==> config.mk <==
export PLATFORM = sky130hd
export DESIGN_NAME = p2s_tx
export DESIGN_NICKNAME = d
export VERILOG_FILES = /design/src/rtl/p2s_tx.sv
export SDC_FILE = /design/constraint.sdc
export NUM_CORES = 1
export LEC_CHECK = 0
export ABC_AREA = 1
export CORE_MARGIN = 2
export CORE_UTILIZATION = 47
export DETAILED_ROUTE_END_ITERATION = 8
export DONT_BUFFER_PORTS = 1
export GPL_TIMING_DRIVEN = 0
export PLACE_DENSITY = 0.66
export SLEW_MARGIN = 30
export SYNTH_ARGS = -nofsm -noshare
export SYNTH_HDL_FRONTEND = slang
export SYNTH_SLANG_ARGS = --single-unit
==> constraint.sdc <==
create_clock -name clk -period 1.79 [get_ports clk]
set_input_delay 0.179 -clock clk [delete_from_list [all_inputs] [get_ports clk]]
set_output_delay 0.179 -clock clk [all_outputs]
set_load 0.01 [all_outputs]
==> src/rtl/p2s_tx.sv <==
// p2s_tx: parallel-to-serial transmitter, MSB first, with sync/done framing.
// A word is accepted through load/ack while idle, shifted out one bit per clk,
// followed by a done pulse and an optional run of busy gap cycles.
// Optional feature macro: P2S_PARITY_EN appends one even-parity bit after the LSB.
module p2s_tx #(
  parameter int width = 8,
  parameter int gap   = 1
) (
  input  logic             clk,
  input  logic             reset_n,
  input  logic             load,
  input  logic [width-1:0] data_in,
  output logic             ack,
  output logic             busy,
  output logic             sync,
  output logic             data_out,
  output logic             done
);

  localparam int CW = $clog2(width + 1);
  localparam int GW = (gap > 1) ? $clog2(gap) : 1;

  typedef enum logic [1:0] {IDLE, SHIFT, PARITY, GAP} state_t;

  state_t           state, nxt_state;
  logic [width-1:0] sr;
  logic [CW-1:0]    cnt;
  logic [GW-1:0]    gcnt;
  logic             accept, last, frame_end;
  logic             nxt_ack, nxt_busy, nxt_sync, nxt_dout, nxt_done;
`ifdef P2S_PARITY_EN
  logic             par;
`endif

  // load is only honoured from IDLE, which is exactly when busy is low
  assign accept = (state == IDLE) && load;
  // cnt counts bits already on the wire; width means the LSB just went out
  assign last   = (state == SHIFT) && (cnt == CW'(width));
`ifdef P2S_PARITY_EN
  assign frame_end = (state == PARITY);
`else
  assign frame_end = last;
`endif

  // state register
  always_ff @(posedge clk or negedge reset_n) begin
    if (!reset_n) state <= IDLE;
    else          state <= nxt_state;
  end

  // next-state logic
  always_comb begin
    nxt_state = state;
    case (state)
      IDLE:   if (load) nxt_state = SHIFT;
`ifdef P2S_PARITY_EN
      SHIFT:  if (last) nxt_state = PARITY;
      PARITY: nxt_state = (gap > 0) ? GAP : IDLE;
`else
      SHIFT:  if (last) nxt_state = (gap > 0) ? GAP : IDLE;
      PARITY: nxt_state = IDLE;
`endif
      GAP:    if (gcnt == '0) nxt_state = IDLE;
      default: nxt_state = IDLE;
    endcase
  end

  // next values of the registered outputs
  always_comb begin
    nxt_ack  = accept;
    nxt_sync = accept;
    nxt_busy = (nxt_state != IDLE);
    nxt_done = frame_end;
    nxt_dout = 1'b0;
    if (accept)                 nxt_dout = data_in[width-1];
    else if (state == SHIFT && !last) nxt_dout = sr[width-1];
`ifdef P2S_PARITY_EN
    else if (last)              nxt_dout = par;
`endif
  end

  // output registers
  always_ff @(posedge clk or negedge reset_n) begin
    if (!reset_n) begin
      ack <= 1'b0; busy <= 1'b0; sync <= 1'b0; data_out <= 1'b0; done <= 1'b0;
    end else begin
      ack <= nxt_ack; busy <= nxt_busy; sync <= nxt_sync;
      data_out <= nxt_dout; done <= nxt_done;
    end
  end

  // shift register and bit counter; MSB leaves on accept, so store the rest pre-shifted
  always_ff @(posedge clk or negedge reset_n) begin
    if (!reset_n) begin
      sr  <= '0;
      cnt <= '0;
    end else if (accept) begin
      sr  <= {data_in[width-2:0], 1'b0};
      cnt <= CW'(1);
    end else if (state == SHIFT && !last) begin
      sr  <= {sr[width-2:0], 1'b0};
      cnt <= cnt + CW'(1);
    end
  end

  // gap counter: holds the number of gap cycles left after the current one
  always_ff @(posedge clk or negedge reset_n) begin
    if (!reset_n)                        gcnt <= '0;
    else if (frame_end)                  gcnt <= GW'((gap > 0) ? gap - 1 : 0);
    else if (state == GAP && gcnt != '0) gcnt <= gcnt - GW'(1);
  end

`ifdef P2S_PARITY_EN
  // even parity over the whole word, taken when the word is captured
  always_ff @(posedge clk or negedge reset_n) begin
    if (!reset_n)    par <= 1'b0;
    else if (accept) par <= ^data_in;
  end
`endif

endmodule

==> metrics.cfg <==
[clock_tree]
cts_max_path_buffers=2
ctsResizeCount=0
h-tree-depth=1
clock_sinks=18
cts_tree=done
numCtsBuffers=3
clk_latency_ps=290
clk_pin_slew_worst_paths_ps=100
cts-root-buf=clkbuf_4

[placement]
port_buffers=0
place_congestion=0.776
hpwlAfterDp_um=1130

[sta]
worst_pin_slew_ps=793
finalHoldViolations=0
max_freq_mhz=695
relSlewSlack_pct=47.0
setup_viol=0
setup_tns_ps=0
fin_crit_ps=1440
fin_worst_skew_ps=2.74
grt_setup_unrepaired=no
finalMaxSlewViolations=0
period_share_pct=80.4

[hold_path]
min_from=data_in[2]
hold_path.class=input pin to register

[floorplanning]
dieHeight_um=47.1
start_util_pct=50.0
dieArea_mm2=0.00222
core_mm2=0.00175
io_pins=16
fp.dieW_um=47.1
rows=15

[route]
drc=0
wire_per_inst_um=12.2
vias=716
postRouteAntennaNets=0
drt_iter0_drc=23
totalWireLength_um=1650
first_pass_iters=4
viasPerCell=5.30

[synth]
yosysSeqAreaShare_pct=51.6
yosys.area_share.adder_pct=2.87
synth_xor_area_share_pct=1.00
synth-simple-area-share_pct=36.8
netlist_instances=103
syn_nets=116
synthDistinctLibCells=17
synth_compound_area_share_pct=1.72
synth_top_family_by_area=simple AND/OR/NAND/NOR gates
yosys_register_bits=18
synth_area_um2=873
yosysWarnings=0
synth_mux_area_share_pct=0
postSynthAreaPerCell_um2=8.48

[flow_run]
maxCapViolCount=0

[critical_path]
critical_path_arrival_ps=1640
path_max_fanout=10
path_class=register to register
cp-startpoint=cnt[0]
r2r-start=cnt[0]
slowest_delay_ps=410
worstPathCellList=inv_1 > ha_1 > nand3_1 > nand2_4 > nand2_4 > nand2_1 > nand2_1
worstSetupEndpointType=register
required_ps=1990
critPathSlowestCell=dfrtp_1
startpoint_type=register

[global_route]
grt_max_degree=19
overflow=0
grt_pass1_vias=610
antenna_found_initial=0
grt_first_pass_wirelength_um=2560
grt_usage_pct=17.3

[cells_and_area]
area_growth_pct=11.2
final_common_cell=nand2_1
final_cell_mix=35 x nand2_1, 22 x nand3_1, 18 x dfrtp_1, 6 x inv_1, 6 x nor2_1
drive_above_1_share_pct=12.7
diodes=0
nNetsFinal=124

[power]
power_w=0.00151
power.density_mw_per_mm2=1550
peakVddDrop_v=0.000898
p_leak_nw=0.529

[outcome]
status=finished, final reports clean

## power by group
part           internal, W  leakage [nW]  total [W]  switching, W
Sequential        0.000548         0.231   0.000667      0.000118
Combinational     0.000214         0.277   0.000588      0.000374
Clock             0.000124        0.0210   0.000250      0.000126
Total             0.000887         0.529    0.00151      0.000619
## synth_stat cells
library cell  number  area (um2)
o21ai_0            1        5.00
o21ai_1            1        5.00
nor2_1             6        22.5
nor2_4             1        11.3
nand2_4            3        33.8
dfrtp_1           18         450
nand3_1           22         110
ha_1               2        25.0
xor2_1             1        8.76
a21oi_1            1        5.00
inv_1              6        22.5
nand2_2            1        6.26
inv_2              1        3.75
buf_6              1        11.3
nor2_2             1        6.26
buf_4              2        15.0
nand2_1           35         131
## state kept, by name (all words and copies together) (netlist names)
register / flops
cnt: 4
done: 1
sync: 1
state: 2
busy: 1
sr: 7
gcnt: 1
data_out: 1
## layer usage
| metal | routed length, um | vias up | track usage [%] |
|---|---|---|---|
| li1 | - | 343 | - |
| met1 | 684 | 334 | 22.3 |
| met2 | 810 | 33 | 26.3 |
| met3 | 118 | 6 | 3.46 |
| met4 | 40 | 0 | 11.7 |
| met5 | 0 | - | 0 |
## kinds of logic after synthesis
group / count (synthesis)
AOI/OAI and AO/OA: 3
xor gates and xnor gates: 1
buffers and inverters: 10
adders and majority gates: 2
DFF: 18
and+or+nand+nor: 69
## through the flow
stage / hold slack [ps] / std cells / worst slack (ps) / cell area [um2] / util (%)
floorplan: -117 / 103 / 597 / 873 / -
CTS: 90.9 / 135 / 351 / 971 / 55.6
detailed placement: -116 / 128 / 390 / 905 / 51.8
global route: 107 / 135 / 257 / 971 / 55.6
finish: 102 / 135 / 351 / 971 / 55.6
global placement: -116 / 128 / 428 / 905 / 51.8
## final cells by class
type,count,area (um2)
Multi-Input combinational cell,75,370
Timing Repair Buffer,3,30.0
Sequential cell,18,450
Tap cell,25,31.3
Inverter,7,26.3
Clock buffer,4,36.3
Buffer,3,26.3
Fill cell,175,774
## what timing repair did
action / 4_1_cts / 5_1_grt
endpoints found under the hold margin: 20 / 0
buffers inserted: 0 / 0
hold buffers: 3 / 0
## critical path, delay by kind of cell (launching register included)
kind                       cells  cell delay [ps]
adders and majority gates      1              190
and+or+nand+nor                5              630
buffers and inverters          1              110
DFF                            1              410
## worst paths after layout
kind | end | cells after the start | slack (ps)
worst max-delay path | sr[6] | 7 | 350
worst min-delay path | sr[3] | 4 | 100
worst max register to register | sr[6] | 7 | 350
worst min register to register | data_out | 2 | 490
max in group asynchronous | done | 1 | 900
min in group asynchronous | sr[1] | 1 | 400
(Power assumes the default switching activity.)
